--- config.mk ---
export PLATFORM = sky130hd
export DESIGN_NAME = frame_sequencer
export DESIGN_NICKNAME = d
export VERILOG_FILES = /design/src/rtl/frame_sequencer.sv
export SDC_FILE = /design/constraint.sdc
export NUM_CORES = 1
export LEC_CHECK = 0
export BUFFER_PORTS_ARGS = -buffer_cell sky130_fd_sc_hd__buf_4
export CAP_MARGIN = 20
export CELL_PAD_IN_SITES_DETAIL_PLACEMENT = 1
export CELL_PAD_IN_SITES_GLOBAL_PLACEMENT = 2
export CORE_MARGIN = 3
export CORE_UTILIZATION = 35
export CTS_BUF_LIST = sky130_fd_sc_hd__clkbuf_8
export CTS_CLUSTER_SIZE = 8
export DETAILED_ROUTE_END_ITERATION = 10
export PLACE_DENSITY_LB_ADDON = 0.1
export SLEW_MARGIN = 20
export SYNTH_ARGS = -nofsm -noshare
export SYNTH_HDL_FRONTEND = slang
export SYNTH_SLANG_ARGS = --single-unit
export TNS_END_PERCENT = 20
--- constraint.sdc ---
create_clock -name clk -period 4 [get_ports clk]
set_clock_uncertainty 0.15 [all_clocks]
set_input_delay 0.2 -clock clk [delete_from_list [all_inputs] [get_ports clk]]
set_output_delay 0.2 -clock clk [all_outputs]
set_load 0.03 [all_outputs]
--- src/rtl/frame_sequencer.sv ---
// Per-frame sequencer: on each frame_tick it erases the framebuffer, starts the entity draw
// pass, then the game-state update, with a bounded wait on each done handshake.
module frame_sequencer #(
    parameter int SCREEN_W = 160,
    parameter int SCREEN_H = 120,
    parameter int TIMEOUT  = 65535
) (
    input  logic        clk,
    input  logic        reset_n,
    input  logic        frame_tick,
    input  logic        pass_done,
    input  logic        update_done,
    output logic [7:0]  clr_x,
    output logic [6:0]  clr_y,
    output logic        clr_we,
    output logic        draw_go,
    output logic        update_go,
    output logic        busy,
    output logic [2:0]  state,
    output logic [15:0] frame_count,
    output logic        overrun,
    output logic        timeout_err
);

    // state       | meaning
    // S_IDLE      | waiting for frame_tick
    // S_CLEAR     | erasing one pixel per cycle
    // S_DRAW      | one-cycle draw_go pulse
    // S_DRAW_WAIT | waiting for pass_done (bounded)
    // S_UPDATE    | one-cycle update_go pulse
    // S_UPD_WAIT  | waiting for update_done (bounded)
    localparam logic [2:0] S_IDLE      = 3'd0;
    localparam logic [2:0] S_CLEAR     = 3'd1;
    localparam logic [2:0] S_DRAW      = 3'd2;
    localparam logic [2:0] S_DRAW_WAIT = 3'd3;
    localparam logic [2:0] S_UPDATE    = 3'd4;
    localparam logic [2:0] S_UPD_WAIT  = 3'd5;

    localparam logic [7:0]  X_LAST  = 8'(SCREEN_W - 1);
    localparam logic [6:0]  Y_LAST  = 7'(SCREEN_H - 1);
    localparam logic [15:0] WAIT_TO = 16'(TIMEOUT);

    logic [2:0]  state_q, state_d;
    logic [7:0]  clr_x_q, clr_x_d;
    logic [6:0]  clr_y_q, clr_y_d;
    logic        clr_we_q, clr_we_d;
    logic        draw_go_q, draw_go_d;
    logic        update_go_q, update_go_d;
    logic        busy_q, busy_d;
    logic [15:0] frame_count_q, frame_count_d;
    logic        overrun_q, overrun_d;
    logic        timeout_err_q, timeout_err_d;
    logic [15:0] wait_q, wait_d;

    logic clear_last;
    logic wait_expired;

    assign clear_last   = (clr_x_q == X_LAST) && (clr_y_q == Y_LAST);
    assign wait_expired = (wait_q == WAIT_TO);

    always_ff @(posedge clk or negedge reset_n) begin
        if (!reset_n) begin
            state_q <= S_IDLE;
        end else begin
            state_q <= state_d;
        end
    end

    always_comb begin
        state_d = state_q;
        case (state_q)
            S_IDLE:      if (frame_tick) state_d = S_CLEAR;
            S_CLEAR:     if (clear_last) state_d = S_DRAW;
            S_DRAW:      state_d = S_DRAW_WAIT;
            S_DRAW_WAIT: begin
                if (pass_done)         state_d = S_UPDATE;
                else if (wait_expired) state_d = S_IDLE;
            end
            S_UPDATE:    state_d = S_UPD_WAIT;
            S_UPD_WAIT:  begin
                if (update_done)       state_d = S_IDLE;
                else if (wait_expired) state_d = S_IDLE;
            end
            default:     state_d = S_IDLE;
        endcase
    end

    // Pulse/enable outputs are registered from the next state so they line up with state.
    always_comb begin
        clr_x_d       = clr_x_q;
        clr_y_d       = clr_y_q;
        wait_d        = wait_q;
        frame_count_d = frame_count_q;
        timeout_err_d = timeout_err_q;
        overrun_d     = overrun_q | (frame_tick && (state_q != S_IDLE));
        case (state_q)
            S_IDLE: begin
                if (frame_tick) begin
                    clr_x_d = '0;
                    clr_y_d = '0;
                end
            end
            S_CLEAR: begin
                if (!clear_last) begin
                    if (clr_x_q == X_LAST) begin
                        clr_x_d = '0;
                        clr_y_d = clr_y_q + 7'd1;
                    end else begin
                        clr_x_d = clr_x_q + 8'd1;
                    end
                end
            end
            S_DRAW, S_UPDATE: wait_d = '0;
            S_DRAW_WAIT: begin
                if (!pass_done) begin
                    if (wait_expired) timeout_err_d = 1'b1;
                    else              wait_d = wait_q + 16'd1;
                end
            end
            S_UPD_WAIT: begin
                if (update_done)       frame_count_d = frame_count_q + 16'd1;
                else if (wait_expired) timeout_err_d = 1'b1;
                else                   wait_d = wait_q + 16'd1;
            end
            default: ;
        endcase
        clr_we_d    = (state_d == S_CLEAR);
        draw_go_d   = (state_d == S_DRAW);
        update_go_d = (state_d == S_UPDATE);
        busy_d      = (state_d != S_IDLE);
    end

    always_ff @(posedge clk or negedge reset_n) begin
        if (!reset_n) begin
            clr_x_q       <= '0;
            clr_y_q       <= '0;
            clr_we_q      <= 1'b0;
            draw_go_q     <= 1'b0;
            update_go_q   <= 1'b0;
            busy_q        <= 1'b0;
            frame_count_q <= '0;
            overrun_q     <= 1'b0;
            timeout_err_q <= 1'b0;
            wait_q        <= '0;
        end else begin
            clr_x_q       <= clr_x_d;
            clr_y_q       <= clr_y_d;
            clr_we_q      <= clr_we_d;
            draw_go_q     <= draw_go_d;
            update_go_q   <= update_go_d;
            busy_q        <= busy_d;
            frame_count_q <= frame_count_d;
            overrun_q     <= overrun_d;
            timeout_err_q <= timeout_err_d;
            wait_q        <= wait_d;
        end
    end

    assign clr_x       = clr_x_q;
    assign clr_y       = clr_y_q;
    assign clr_we      = clr_we_q;
    assign draw_go     = draw_go_q;
    assign update_go   = update_go_q;
    assign busy        = busy_q;
    assign state       = state_q;
    assign frame_count = frame_count_q;
    assign overrun     = overrun_q;
    assign timeout_err = timeout_err_q;

endmodule

After elaboration in Yosys (flattened, before gate mapping):

Cells that the tools add are included.

* logic and storage cells: 68
* input bits: 5
* bits in registers: 56
* output and inout bits: 40

* equality and inequality tests: 16
* bitwise logic cells: 1
* mux-type cells: 22
* add/sub/neg operators: 4
* reduce and logical (&&, ||, !) cells: 14

Operators by type and width (count)
* 16-bit two-way mux: 3
* 16-bit case mux with 3 select lines: 1
* 16-bit by 1-bit adder with 16-bit output, second input constant: 2
* 8-bit two-way mux: 3
* 7-bit two-way mux: 3
* 3-bit case mux with 6 select lines: 1
* 16-bit == test, second input constant: 1
* 8-bit case mux with 2 select lines: 1
* 3-bit two-way mux: 5
* 7-bit case mux with 2 select lines: 1
* 2-bit inequality test, second input constant: 5
* 3-bit by 2-bit == test with 1-bit output, second input constant: 3
* 3-bit == test, second input constant: 3
* 3-bit AND reduction: 3
* 3-bit nonzero test: 3
* 8-bit by 1-bit adder with 8-bit output, second input constant: 1
* 8-bit == test, second input constant: 1
* 7-bit by 1-bit adder with 7-bit output, second input constant: 1
* 7-bit == test, second input constant: 1
* 3-bit by 1-bit == test with 1-bit output, second input constant: 2
* 4-bit AND reduction: 1
* 2-bit nonzero test: 2
* 3-bit zero test: 1
* 1-bit two-way mux: 3
* other kinds (5): 6

Longest topological paths before layout:

* depth in word-level cells: 5
* gate-level depth with buffers: 6
* gate-level depth less buffers: 6

Worst setup path before layout:

No wires, ideal clock.

* path kind: register to register
* from: register clr_x_q[0] (netlist: clr_x[0])
* to: register clr_y_q[0] (netlist: clr_y[0])
* cell stages (with the launch flop): 6
* arrival time: 2.048 ns
* data required time: 3.725 ns
* slack: 1.677 ns
* clock period less this slack: 2.323 ns
* cell sequence: dfrtp_1 ha_1 and4_1 nand2_1 o31ai_1 mux2_2

* word-level cells in the longest chain between the ends: 4

Ends and longest elaborated chain
* start, declared: RTL line 44 `logic [7:0] clr_x_q, clr_x_d;`
* start signal, assigned: RTL line 146 `clr_x_q <= clr_x_d;`
* 8-bit == test (*): RTL line 58, 105
* 1-bit logical AND: RTL line 58 `assign clear_last = (clr_x_q == X_LAST) && (clr_y_q == Y_LAST);`
* 2-bit inequality test (no source line)
* 4-bit AND reduction (no source line) (*)
* end signal, assigned: RTL line 147 `clr_y_q <= clr_y_d;`
* end, declared: RTL line 45 `logic [6:0] clr_y_q, clr_y_d;`

Mark *: on every way between the ends. The rest lies on a longest branch, timed or not.
A chain may end at the register's enable or synchronous reset.

Worst setup path in the final report:

* from: register state_q[0] (netlist: state[0])
* to: register clr_y_q[0] (netlist: clr_y[0])

* word-level cells in the longest chain between the ends: 3

Ends and longest elaborated chain
* start, declared: RTL line 43 `logic [2:0] state_q, state_d;`
* start signal, assigned: RTL line 65 `state_q <= state_d;`
* 3-bit by 1-bit == test with 1-bit output / 3-bit zero test (equally long branches): RTL line 96 `case (state_q)`
* 2-bit inequality test (no source line) / 2-bit nonzero test (equally long branches)
* 4-bit AND reduction (no source line)

Several ways; a longest one is shown, not always the timed one.

==> results.env <==
WORSTMARGINPINSLEW_NS=1.01
RSZ_0062_RAISED_AFTER_GLOBAL_ROUTING='no'
WORST_SETUP_SP_TYPE='register'
FP-ROW-COUNT=32
REQUIRED_TIME_OF_THE_CRITICAL_PATH_NS=4.05
EFFECTIVE_UTILIZATION_AT_FLOORPLAN_PCT=36.6
CAP_VIOLATIONS=0
GRT_START_MAX_NET_PINS=57
CP-END-KIND='register'
FP.DIEW_UM=96.6
H-TREE-DEPTH=2
FIN_TNS_SETUP_NS=0
IR_DROP_mV=0.314
NUMBER_OF_GLOBAL_ROUTE_VIAS_BEFORE_REPAIR=2441
DRT.ANTENNA.VIOLATING_NETS=0
FINAL.HOLD.WORST_SLACK_NS=0.0784
SYNTH_SEQUENTIAL_AREA_RATIO_PCT=48.8
USE_MET3_PCT=4.18
ROUTE.VIAS.TOTAL=2409
CORE_UM2=7850
CRIT_ARRIVAL_NS=2.73
RUN_STATUS='finished, final reports clean'
FIRST_PASS_GRT_WIRE_LENGTH_UM=12600
FILLERS=916
DRT_FIRST_PASS_ITERS=4
CTS_MAX_PATH_BUFFERS=2
INITIAL_ANTENNA_VIOLATION_COUNT=0
SYN_AVG_CELL_AREA_UM2=10.1
YS.FLOP_TYPE='sky130_fd_sc_hd__dfrtp_1'
GRT_USE_MET1_PCT=23.7
AVGROUTEDWIREPERCELL_UM=16.8
TRITONCTS='done'
GRT.BUSIEST_LAYER='met1'
CRIT_PATH_CATEGORY='reg -> reg'
FINISH.CELL_COUNT_WITHOUT_FILLERS=435
SYN-NUM-NETS=293
HP-CLASS='in -> reg'
PLACE_CONGESTION=0.779
ENDPOINTS_FAILING_SETUP=0
BOUNDARYPINS=45
NETLIST_INSTANCES=284
CRIT_BUF_INV=0
DRC=0
TIMING.CRITICAL_PATH.SLOWEST_STAGE_CELL='sky130_fd_sc_hd__o31ai_1'
DRT_FIRST_ITER_VIOLATIONS=99
DRT_WL_TOTAL_UM=7290
SYNTH.CELL_AREA_UM2=2870
SYNTH-EDFF-COUNT=0
ROUTED_VIA_DENSITY=5.54
ASYNC_FLOP_SHARE_PCT=100
POWER-PER-CELL-AREA_nW_PER_UM2=478
NUMBER_OF_ANTENNA_REPAIR_DIODES=0
POST_ROUTE_CELLS_DRIVE_ABOVE_1_SHARE_PCT=19.2
DIE-AREA_UM2=9330
CP_TOP_FAMILY='compound AO/OA/AOI/OAI gates'
FLOORPLAN.DIE.HEIGHT_UM=96.6
GRT_REMAINING_OVERFLOW=0
POST_SYNTHESIS_CELL_TYPE_COUNT=50
YS_SEQ_ELEMENTS=56
REPORT.FINAL.HOLD_VIOL_COUNT=0
RELSLEWSLACK_PCT=31.8
DRV_SLEW=0
MAX_CLOCK_FREQ_GHz=0.373
PLACEMENT.IO_BUFFERS=44
SYN_TO_FINAL_GROWTH_PCT=19.9
CTS_BUF_COUNT=5
NUMPLACEDINSTANCES=425
PERIOD_SHARE_PCT=67.0
GRT_UTIL_ALL_LAYERS_PCT=16.1
CTS_SINKS=56
CLK_PIN_SLEW_NS=0.10
CLK_LATENCY_NS=0.31
FINAL_NET_COUNT=341
PERIOD_NEEDED_NS=2.68
CPPEAKSTAGEDELAY_NS=0.87
GROUTE.LAYER.MET2.USAGE_PCT=23.6
YOSYS_WARN_COUNT=0
CRITPATHMAXFANOUT=16
DP_HPWL_UM=5330
TIMING.CRITICAL_PATH.CELLS='or3b_4 > o31ai_1 > mux2_2'
CLK_ROOT_BUFFER_CELL='sky130_fd_sc_hd__clkbuf_8'
LEAKAGE_uW=0.00149
==> layer usage <==
metal | vias to the layer above | wire [um]
li1 | 1173 | -
met1 | 1189 | 3710
met2 | 42 | 3160
met3 | 5 | 349
met4 | 0 | 74
met5 | - | 0
==> stage by stage <==
| step | cell area, um2 | util [%] | power, uW | worst slack [ns] |
|---|---|---|---|---|
| CTS | 3440 | 43.8 | 1670 | 1.33 |
| detailed placement | 3310 | 42.2 | 1290 | 1.36 |
| finish | 3450 | 43.9 | 1650 | 1.32 |
| global placement | 3310 | 42.2 | 1280 | 1.43 |
| floorplan | 2870 | - | 1080 | 1.68 |
| global route | 3450 | 43.9 | 1770 | 1.24 |
==> state kept, by name, indices dropped and copies added (netlist names) <==
signal	count
clr_y	7
clr_x	8
draw_go	1
overrun	1
timeout_err	1
update_go	1
wait_q	16
frame_count	16
busy	1
state	3
clr_we	1
==> synthesized netlist by cell type, types with 2 or more instances <==
library cell	count	area share (%)
sky130_fd_sc_hd__clkbuf_1	4	0.52
sky130_fd_sc_hd__xor2_1	5	1.5
sky130_fd_sc_hd__o311ai_0	2	0.61
sky130_fd_sc_hd__and3_1	2	0.44
sky130_fd_sc_hd__inv_1	13	1.7
sky130_fd_sc_hd__dfrtp_1	56	49
sky130_fd_sc_hd__a21o_1	2	0.52
sky130_fd_sc_hd__o21ai_0	8	1.4
sky130_fd_sc_hd__nand2_1	27	3.5
sky130_fd_sc_hd__or4_1	12	3.1
sky130_fd_sc_hd__xnor2_1	13	4.0
sky130_fd_sc_hd__nor2_1	14	1.8
sky130_fd_sc_hd__ha_1	4	1.7
sky130_fd_sc_hd__or3_1	4	0.87
sky130_fd_sc_hd__nand4b_1	3	0.91
sky130_fd_sc_hd__or3b_2	2	0.61
sky130_fd_sc_hd__o211ai_1	3	0.78
sky130_fd_sc_hd__nand4_1	11	2.4
sky130_fd_sc_hd__o31ai_1	14	3.7
sky130_fd_sc_hd__and4_1	5	1.5
sky130_fd_sc_hd__nor3b_1	4	1.0
sky130_fd_sc_hd__nor4_2	2	0.87
sky130_fd_sc_hd__a21oi_1	19	3.3
sky130_fd_sc_hd__nand3_1	18	3.1
sky130_fd_sc_hd__nand2b_1	4	0.87
sky130_fd_sc_hd__mux2i_1	6	2.1
sky130_fd_sc_hd__nor3_1	4	0.70
==> cells in the final DEF, fill, tap and decap left out, drive strengths merged, types with 2 or more instances in the layout <==
master	synthesis	final
dfrtp	56	56
buf	2	45
o211ai	3	3
dlygate4sd3	0	2
o31ai	14	14
and3	2	2
or4	13	13
o21ai	8	8
nor3	4	4
or3	4	4
and4	5	5
ha	4	4
xor2	5	5
nand2b	4	4
a21o	2	2
nand2	27	27
clkbuf	4	5
nand3	18	18
a21oi	19	19
inv	13	14
xnor2	13	13
nor2	14	14
nand4	11	11
nand4b	3	3
o311ai	2	2
nor3b	4	4
or3b	4	4
mux2i	6	6
nor4	3	3
==> logic make-up after synthesis <==
family | synth area share (%)
and+or+nand+nor | 24.5
xor gates and xnor gates | 5.49
DFF | 48.8
muxes | 2.48
AOI/OAI and AO/OA | 14.4
buffers and inverters | 2.66
adders and majority gates | 1.74
==> power breakdown <==
part	internal, uW	leakage (uW)	switching (uW)
Combinational	201	0.000700	307
Clock	184	0.0000593	188
Sequential	650	0.000733	118
==> cell type report <==
class	count	area, um2	share of cell area (%)
clock buffer	5	68.8	2.00
clock inverter	3	38.8	1.13
inverter	13	48.8	1.42
multi-input combinational	209	1400	40.7
sequential	56	1400	40.7
tap	102	128	3.70
timing repair buffer	47	358	10.4
==> tightest hold or removal path, stage by stage <==
cell	delay [ns]
sky130_fd_sc_hd__buf_4	0.13
sky130_fd_sc_hd__nand4_1	0.12
sky130_fd_sc_hd__inv_1	0.05
==> worst paths after layout <==
path / from / end / slack (ns) / cells after the start
worst max register to register: state[0] / clr_y[0] / 1.32 / 3
worst min register to register: frame_count[15] / frame_count[15] / 0.33 / 1
worst max-delay path: state[0] / clr_y[0] / 1.32 / 3
min in group asynchronous: reset_n / clr_y[4] / 0.34 / 2
max in group asynchronous: reset_n / wait_q[5] / 2.89 / 2
worst min-delay path: pass_done / update_go / 0.08 / 3
==> repair_timing <==
action                    4_1_cts  5_1_grt
hold buffers                    2        0
buffers inserted                0        0
hold endpoints to repair       57        0
resized for setup               0        0
Power figures use the tool's default switching activity.
